File: src/rtl/uart_arb_pkg.sv
// Shared types and constants for the UART TX arbiter and related dispatch blocks.
// Optional header byte: UART_TX_ARB_HEADER_EN.
package uart_arb_pkg;

    typedef enum logic [1:0] {
        IDLE,
        HDR,
        XFER,
        DONE
    } arb_state_e;

    // Index width is sized for the largest supported requester count (8),
    // which also matches the 3-bit index field of the header byte.
    localparam int unsigned NUM_REQ_MAX = 8;
    localparam int unsigned IDX_W       = $clog2(NUM_REQ_MAX);

    localparam int unsigned HDR_LEN_LSB = 0;
    localparam int unsigned HDR_IDX_W   = 3;

endpackage

File: src/rtl/uart_tx_arbiter_if.sv
// Packet-source and UART TX FIFO write-port bundle of the TX arbiter.
interface uart_tx_arbiter_if #(
    parameter int unsigned WIDTH   = 8,
    parameter int unsigned NUM_REQ = 4,
    parameter int unsigned LEN_W   = 5
);
    logic [NUM_REQ-1:0]       req;
    logic [NUM_REQ*LEN_W-1:0] req_len;
    logic [NUM_REQ*WIDTH-1:0] src_data;
    logic [NUM_REQ-1:0]       src_pop;
    logic [NUM_REQ-1:0]       grant;
    logic [NUM_REQ-1:0]       done;
    logic [WIDTH-1:0]         write_data;
    logic                     write_uart;
    logic                     tx_full;
    logic                     busy;

    modport master (
        input  req, req_len, src_data, tx_full,
        output src_pop, grant, done, write_data, write_uart, busy
    );

    modport slave (
        output req, req_len, src_data, tx_full,
        input  src_pop, grant, done, write_data, write_uart, busy
    );
endinterface

File: src/rtl/uart_tx_arbiter_rr_picker.sv
// Combinational round-robin picker: first request at or after the pointer, wrapping.
module rr_picker
    import uart_arb_pkg::*;
#(
    parameter int unsigned N  = 4,
    parameter int unsigned IW = IDX_W
) (
    input  logic [N-1:0]  req_i,
    input  logic [IW-1:0] ptr_i,
    output logic [N-1:0]  win_o,
    output logic [IW-1:0] idx_o,
    output logic          valid_o
);

    int unsigned j;

    always_comb begin
        win_o   = '0;
        idx_o   = '0;
        valid_o = 1'b0;
        j       = 0;
        for (int unsigned k = 0; k < N; k++) begin
            j = (32'(ptr_i) + k) % N;
            if (!valid_o && req_i[j]) begin
                valid_o  = 1'b1;
                win_o[j] = 1'b1;
                idx_o    = IW'(j);
            end
        end
    end

endmodule

File: src/rtl/uart_tx_arbiter.sv
// Packet-granular round-robin arbiter in front of the UART TX FIFO write port.
// Define UART_TX_ARB_HEADER_EN to prefix each packet with an {index, length} header byte.
module uart_tx_arbiter
    import uart_arb_pkg::*;
#(
    parameter int unsigned WIDTH   = 8,
    parameter int unsigned NUM_REQ = 4,
    parameter int unsigned LEN_W   = 5
) (
    input  logic              clk,
    input  logic              reset_n,
    uart_tx_arbiter_if.master bus
);

    arb_state_e           state_q, state_d;
    logic [NUM_REQ-1:0]   grant_q, grant_d;
    logic [IDX_W-1:0]     idx_q, idx_d;
    logic [IDX_W-1:0]     ptr_q, ptr_d;
    logic [LEN_W-1:0]     cnt_q, cnt_d;

    logic [NUM_REQ-1:0]   win;
    logic [IDX_W-1:0]     win_idx;
    logic                 win_valid;
    logic [LEN_W-1:0]     win_len;
    logic [WIDTH-1:0]     sel_data;

    rr_picker #(
        .N  (NUM_REQ),
        .IW (IDX_W)
    ) u_pick (
        .req_i   (bus.req),
        .ptr_i   (ptr_q),
        .win_o   (win),
        .idx_o   (win_idx),
        .valid_o (win_valid)
    );

    assign win_len  = bus.req_len[32'(win_idx)*LEN_W +: LEN_W];
    assign sel_data = bus.src_data[32'(idx_q)*WIDTH +: WIDTH];

`ifdef UART_TX_ARB_HEADER_EN
    logic [LEN_W+HDR_IDX_W+WIDTH-1:0] hdr_wide;

    always_comb begin
        hdr_wide = '0;
        hdr_wide[HDR_LEN_LSB +: LEN_W]             = cnt_q;
        hdr_wide[HDR_LEN_LSB+LEN_W +: HDR_IDX_W]   = HDR_IDX_W'(idx_q);
    end
`endif

    always_comb begin
        state_d        = state_q;
        grant_d        = grant_q;
        idx_d          = idx_q;
        ptr_d          = ptr_q;
        cnt_d          = cnt_q;
        bus.write_uart = 1'b0;
        bus.write_data = '0;
        bus.src_pop    = '0;
        bus.done       = '0;

        case (state_q)
            IDLE: begin
                if (win_valid) begin
                    grant_d = win;
                    idx_d   = win_idx;
                    cnt_d   = win_len;
`ifdef UART_TX_ARB_HEADER_EN
                    state_d = HDR;
`else
                    // Zero-length packets still take a DONE cycle so the pointer advances.
                    if (win_len == '0) begin
                        grant_d = '0;
                        state_d = DONE;
                    end else begin
                        state_d = XFER;
                    end
`endif
                end
            end
`ifdef UART_TX_ARB_HEADER_EN
            HDR: begin
                bus.write_uart = !bus.tx_full;
                bus.write_data = hdr_wide[WIDTH-1:0];
                if (!bus.tx_full) begin
                    if (cnt_q == '0) begin
                        grant_d = '0;
                        state_d = DONE;
                    end else begin
                        state_d = XFER;
                    end
                end
            end
`endif
            XFER: begin
                bus.write_uart = !bus.tx_full;
                bus.write_data = sel_data;
                if (!bus.tx_full) begin
                    bus.src_pop = grant_q;
                    cnt_d       = cnt_q - 1'b1;
                    if (cnt_q == LEN_W'(1)) begin
                        grant_d = '0;
                        state_d = DONE;
                    end
                end
            end
            DONE: begin
                bus.done[idx_q] = 1'b1;
                ptr_d   = (idx_q == IDX_W'(NUM_REQ-1)) ? '0 : idx_q + 1'b1;
                state_d = IDLE;
            end
            default: state_d = IDLE;
        endcase
    end

    always_ff @(posedge clk or negedge reset_n) begin
        if (!reset_n) begin
            state_q <= IDLE;
            grant_q <= '0;
            idx_q   <= '0;
            ptr_q   <= '0;
            cnt_q   <= '0;
        end else begin
            state_q <= state_d;
            grant_q <= grant_d;
            idx_q   <= idx_d;
            ptr_q   <= ptr_d;
            cnt_q   <= cnt_d;
        end
    end

    assign bus.grant = grant_q;
    assign bus.busy  = (state_q != IDLE);

    a_req_held: assert property (@(posedge clk) disable iff (!reset_n)
        (state_q == XFER || state_q == HDR) |-> |(bus.req & grant_q))
        else $error("uart_tx_arbiter: granted requester dropped req before its packet completed");

endmodule

File: src/flat_wrapper.sv
// flat-port wrapper written by rule: the top's interface ports become plain ports
module uart_tx_arbiter_flat import uart_arb_pkg::*;
#(
    parameter int unsigned WIDTH   = 8,
    parameter int unsigned NUM_REQ = 4,
    parameter int unsigned LEN_W   = 5
)
  (clk, reset_n, bus_req, bus_req_len, bus_src_data, bus_tx_full, bus_src_pop, bus_grant, bus_done, bus_write_data, bus_write_uart, bus_busy);
  uart_tx_arbiter_if #(.WIDTH(WIDTH), .NUM_REQ(NUM_REQ), .LEN_W(LEN_W)) bus_i ();
  input  logic clk;
  input  logic reset_n;
  input wire logic [$bits(bus_i.req)-1:0] bus_req;
  input wire logic [$bits(bus_i.req_len)-1:0] bus_req_len;
  input wire logic [$bits(bus_i.src_data)-1:0] bus_src_data;
  input wire logic [$bits(bus_i.tx_full)-1:0] bus_tx_full;
  output wire logic [$bits(bus_i.src_pop)-1:0] bus_src_pop;
  output wire logic [$bits(bus_i.grant)-1:0] bus_grant;
  output wire logic [$bits(bus_i.done)-1:0] bus_done;
  output wire logic [$bits(bus_i.write_data)-1:0] bus_write_data;
  output wire logic [$bits(bus_i.write_uart)-1:0] bus_write_uart;
  output wire logic [$bits(bus_i.busy)-1:0] bus_busy;
  assign bus_i.req = bus_req;
  assign bus_i.req_len = bus_req_len;
  assign bus_i.src_data = bus_src_data;
  assign bus_i.tx_full = bus_tx_full;
  assign bus_src_pop = bus_i.src_pop;
  assign bus_grant = bus_i.grant;
  assign bus_done = bus_i.done;
  assign bus_write_data = bus_i.write_data;
  assign bus_write_uart = bus_i.write_uart;
  assign bus_busy = bus_i.busy;
  uart_tx_arbiter #(.WIDTH(WIDTH), .NUM_REQ(NUM_REQ), .LEN_W(LEN_W)) u_core (.clk(clk), .reset_n(reset_n), .bus(bus_i));
endmodule
File: config.mk
export PLATFORM = sky130hd
export DESIGN_NAME = uart_tx_arbiter_flat
export DESIGN_NICKNAME = d
export VERILOG_FILES = /design/src/rtl/uart_arb_pkg.sv /design/src/rtl/uart_tx_arbiter_if.sv /design/src/rtl/uart_tx_arbiter_rr_picker.sv /design/src/rtl/uart_tx_arbiter.sv /design/src/flat_wrapper.sv
export SDC_FILE = /design/constraint.sdc
export NUM_CORES = 1
export LEC_CHECK = 0
export CAP_MARGIN = 40
export CELL_PAD_IN_SITES_DETAIL_PLACEMENT = 1
export CELL_PAD_IN_SITES_GLOBAL_PLACEMENT = 2
export CORE_MARGIN = 8
export CORE_UTILIZATION = 21
export CTS_CLUSTER_SIZE = 12
export DETAILED_ROUTE_END_ITERATION = 6
export PLACE_DENSITY_LB_ADDON = 0.12
export SLEW_MARGIN = 20
export SYNTH_ARGS = -nofsm -noshare
export SYNTH_HDL_FRONTEND = slang
export SYNTH_SLANG_ARGS = --single-unit
File: constraint.sdc
create_clock -name clk -period 3.45 [get_ports clk]
set_input_delay 0.345 -clock clk [delete_from_list [all_inputs] [get_ports clk]]
set_output_delay 0.345 -clock clk [all_outputs]
set_load 0.01 [all_outputs]
# After elaboration in Yosys (flattened, before gate mapping)
# Cells that the tools add are included.
# word_totals
regBits	16
input_bits	59
out_inout_bits	22
word_cells	102
# op_classes
n_addsub	5
multipliers	1
order_cmp	10
n_eq_ne	7
n_shift	2
n_mux	49
bitwise_logic	3
n_reduce_logical	20
# ops
op	count
$mux 4	11
$shiftx 32x7->8	1
$shiftx 20x7->5	1
$mux 1	15
$lt 2x3->1 const B	4
$mux 2	6
$or 4x4->4	3
$demux 1 s2	5
$mux 5	2
$pmux 5 s2	1
$bmux 1 s2	4
$ge 2x1->1 const B	4
$logic_and 1x1->1	8
$mux 8	1
$pmux 4 s2	1
$mul 3x3->6 const B	1
$mux 3	2
$reduce_and 3->1	2
$eq 5x1->1 const B	1
$logic_not 5->1	1
$sub 5x1->5 const B	1
$add 2x1->2 const B	2
$add 2x2->2 const B	2
$eq 2x2->1 const B	2
other kinds (11)	16

# Logic depth before layout (Yosys ltp)
# depth
word_depth	18
ltp_mapped	15
depth_no_buf	10

# Modules after synthesis
# Synthesis repeated with hierarchy kept, for this count alone.
# hier_totals
hier_cells	173
area_unflattened_um2	1732.9
# modules_own_cells
module	n_inst	cells_per_inst	area_each_um2	seq_area_each_um2
uart_tx_arbiter	1	126	1302.5	425.4
rr_picker	1	47	430.4	0.0

# Worst setup path after synthesis
# OpenSTA, ideal clock, no wires.
# synth_path
path_kind	reg-to-reg
start	register u_core.ptr_q[0]
end	register u_core.grant_q[0], in the netlist u_core.bus.grant[0]
setup_time_ns	0.134
arrival_ns	3.192
required_time_ns	3.316
setup_slack_ns	0.124
path_stages_with_launch	15
n_path_buf	5
synth_period_minus_slack_ns	3.326
cell_sequence	dfrtp_1 -> buf_6 -> buf_2 -> inv_1 -> ha_1 -> clkbuf_1 -> mux4_2 -> a21o_1 -> buf_2 -> a21o_1 -> buf_6 -> a211oi_1 -> o22ai_1 -> nor3_2 -> o31ai_1
# synth_between
elab_chain_cells	18
elab_cells_between_ends	60
cone_classes	add/sub: 3; mul: 1; order compare: 8; eq/ne: 1; shift: 1; mux: 31; bitwise: 3; reduce/logical: 12
# synth_lines
item	line_no	rtl
start: declaration	uart_tx_arbiter.sv:18	logic [IDX_W-1:0] ptr_q, ptr_d;
start signal: assignment	uart_tx_arbiter.sv:127	ptr_q <= ptr_d;
branches (longest 18 deep; another with $mul 3x3->6)	--	
end signal: assignment	uart_tx_arbiter.sv:125	grant_q <= grant_d;
end: declaration	uart_tx_arbiter.sv:16	logic [NUM_REQ-1:0] grant_q, grant_d;
# Parallel ways; which one is timed is not known. The select of a mux whose other input is x is not followed.
# A chain may end at the register's enable or synchronous reset.

# Worst setup path in the final report
# layout_path
start	register u_core.ptr_q[0]
end	register u_core.grant_q[3], in the netlist u_core.bus.grant[3]
# Same word-level chain as after synthesis.

==> run metrics <==
met2 routed WL=3.61 mm; sequential area share after synthesis=0.204; M1 wire length=3.29 mm; # rows=34; Final Core Density=0.326; Root Driver=clkbuf_8; DR pass1 iterations=4; arrival time worst endpoint=3240 ps; clock buffer depth=2; Max-Cap Viols=0; # port buffers=80; nets@finish=362; highest metal used=met4; Num CTS Buffers=3; crit start category=register; Post-route DRC=0; Critical Path End Type=register; routed vias/inst=4.83; number of hold buffers added after cts=0; Ys Warns=0; later-pin clock latency in the skew report=250 ps; Post-synth EDFFs=0; CTS tree=done; DRT iter0 DRCs=28; HPWL Detailed=6.04 mm; clock-pin transition on the worst setup and hold timing paths=60 ps; Clock Skews=1.10 ps; max-slew violation count=0; CP max FO=10; vias in the first global route=2063; drt total wl=7.16 mm; synthesized instance count=212; # clock sinks=15; CTS resizes=0; final setup violation count=0; Design Power=2340 uW; largest net degree at the start of global routing=18; Wirelength per Cell=18.1 microns; Psw=1120 uW; status=complete, no violations; clock share of power=0.063; first-pass GRT wire length=11.1 mm; sequential power share=0.168; Post-synth top flop=dfrtp_1; initial antenna violation count=0; Slew HR=0.563; initial core utilization=0.214; I/O pin count=81; Netlist cell types=45; total number of vias=1912; internal power=1220 uW; R2R depth=10; worst hold-check path type=input pin to asynchronous set/reset pin; final period utilization=0.902; Sw Share=0.478; Leak Pwr=0.00114 uW; RSZ-0062 raised after global routing=no; GR Overflow Total=0; global placer's final weighted congestion=0.751; # fillers=1028; n_diodes=0; r2r startpoint=u_core.ptr_q[0]; gr usage total=0.117; Horiz. Die Dim=110 microns; core box area=0.00859 sq mm; crit path from=u_core.ptr_q[0]; TNS Setup=0 ps; worst slew pin tran=655 ps; Chip Height=110 microns; clock period minus worst slack=3110 ps; layout cell share with drive strength beyond 1=0.0903; count of final hold-check violations=0; Mapped Nets=285; Seq cells post-synth=15; Critical Path RT=3570 ps; Post-Syn Area=0.00184 sq mm; H-tree depth=1; synth-to-layout area growth=52.0%; FFs w/ async S/R, synth=1.00; PwrDens=838 mW/mm^2; fmax=0.321 GHz; antenna viol nets, final=0; Setup CP Type=register to register; met3 wire length=195 microns; die area=0.0120 sq mm; number of setup buffers added after CTS=0; Syn Area/Cell=8.68 sq um; Worst VDD drop=0.214 mV; Combinational Power Share=0.769
==> critical path: stages (launching register included) <==
cell and delay [ps]:
dfrtp_1 340, inv_1 100, ha_1 510, mux4_2 460, nor2b_4 210, o21a_1 150, a21o_1 300, mux2i_1 220
mux2i_1 160, nor3_2 400, o31ai_1 130
==> final timing paths <==
check | to | slack (ps)
hold / removal | u_core.cnt_q[4] | 420
setup / recovery | u_core.bus.grant[3] | 340
hold reg to reg | u_core.bus.grant[3] | 520
setup reg to reg | u_core.bus.grant[3] | 340
max in group asynchronous | u_core.ptr_q[1] | 2890
min in group clk | u_core.bus.grant[3] | 520
==> placed cells by master (no fill, tap or decap), types with 2 or more instances in the layout <==
master	Yosys	final
a21o_1	3	3
clkbuf_8	0	3
mux2i_1	3	3
a32oi_1	2	2
a21oi_1	7	7
nand2_1	16	16
mux4_2	10	10
nor2b_1	3	3
inv_1	17	17
and2_1	13	13
a211oi_1	16	16
a22oi_1	4	4
o211ai_1	2	2
nor4b_1	2	2
o31ai_1	6	6
o22ai_1	3	3
clkdlybuf4s50_1	0	80
ha_1	14	14
nand3b_1	2	2
nor3b_1	2	2
nor3_1	6	6
nand2b_1	4	4
nor2_1	15	15
nand3_1	2	2
a221oi_1	4	4
dfrtp_1	15	15
o21ai_0	6	6
buf_4	1	7
and3_1	4	4
==> Yosys cell counts (all sizes together) (2+ instances only) <==
library cell  count  area [sq um]
a221oi            4          35.0
nor3              7          40.0
o31ai             6          45.0
mux4             11           252
and3              4          25.0
and2             13          81.3
a21o              3          22.5
nand3b            2          15.0
o21ai             6          30.0
ha               14           175
inv              17          63.8
o22ai             3          18.8
nor2b             4          32.5
nor2             15          56.3
nor4b             2          17.5
clkbuf            8          30.0
nand3             2          10.0
nor3b             2          15.0
a21oi             7          35.0
buf               8          61.3
nand2b            4          25.0
nand2            16          60.1
a22oi             4          30.0
mux2i             3          30.0
a32oi             2          17.5
a211oi           16           120
dfrtp            15           375
o211ai            2          15.0
==> power groups by stage <==
stage | registers (uW) | clock network, uW | logic, uW
3_5_place_dp | 404 | 0 | 1820
4_1_cts | 401 | 155 | 1830
3_3_place_gp | 403 | 0 | 1820
5_1_grt | 421 | 163 | 1990
2_1_floorplan | 335 | 0 | 1210
6_report | 394 | 148 | 1800
==> registers in the layout, indices dropped and copies added, names as in the netlist <==
| register | count |
|---|---|
| u_core.cnt_q | 5 |
| u_core.bus.grant | 4 |
| u_core.idx_q | 2 |
| u_core.ptr_q | 2 |
| u_core.state_q | 2 |
==> cell families after synthesis <==
family / count (synthesis) / share of synthesized area
adder cells (fa/ha/maj): 14 / 0.0952
AO/OA/AOI/OAI: 61 / 0.240
multiplexers: 15 / 0.159
flip-flops: 15 / 0.204
AND/OR/NAND/NOR: 74 / 0.218
buffers and inverters: 33 / 0.0843
==> stage by stage <==
stage	hold slack (ps)	setup slack, ps	instances	cell area, sq um
after floorplan	49.4	124	212	1840
after global placement	493	216	391	2740
after detailed placement	504	141	391	2740
after CTS	519	280	395	2780
after global routing	430	62.7	396	2800
final	418	337	396	2800
==> per-layer routing <==
layer  track usage  up-vias
li1              -      933
met1         0.147      938
met2         0.206       35
met3        0.0176        6
met4        0.0222        0
met5             0        -
==> area by class of cell <==
type	instances	area, sq um	share of cell area
Clock buffer	4	45.0	0.0161
Inverter	17	63.8	0.0228
Multi-Input combinational cell	164	1310	0.468
Sequential cell	15	375	0.134
Tap cell	108	135	0.0483
Timing Repair Buffer	88	868	0.310
Note: power is estimated with default switching activity, not from simulation.
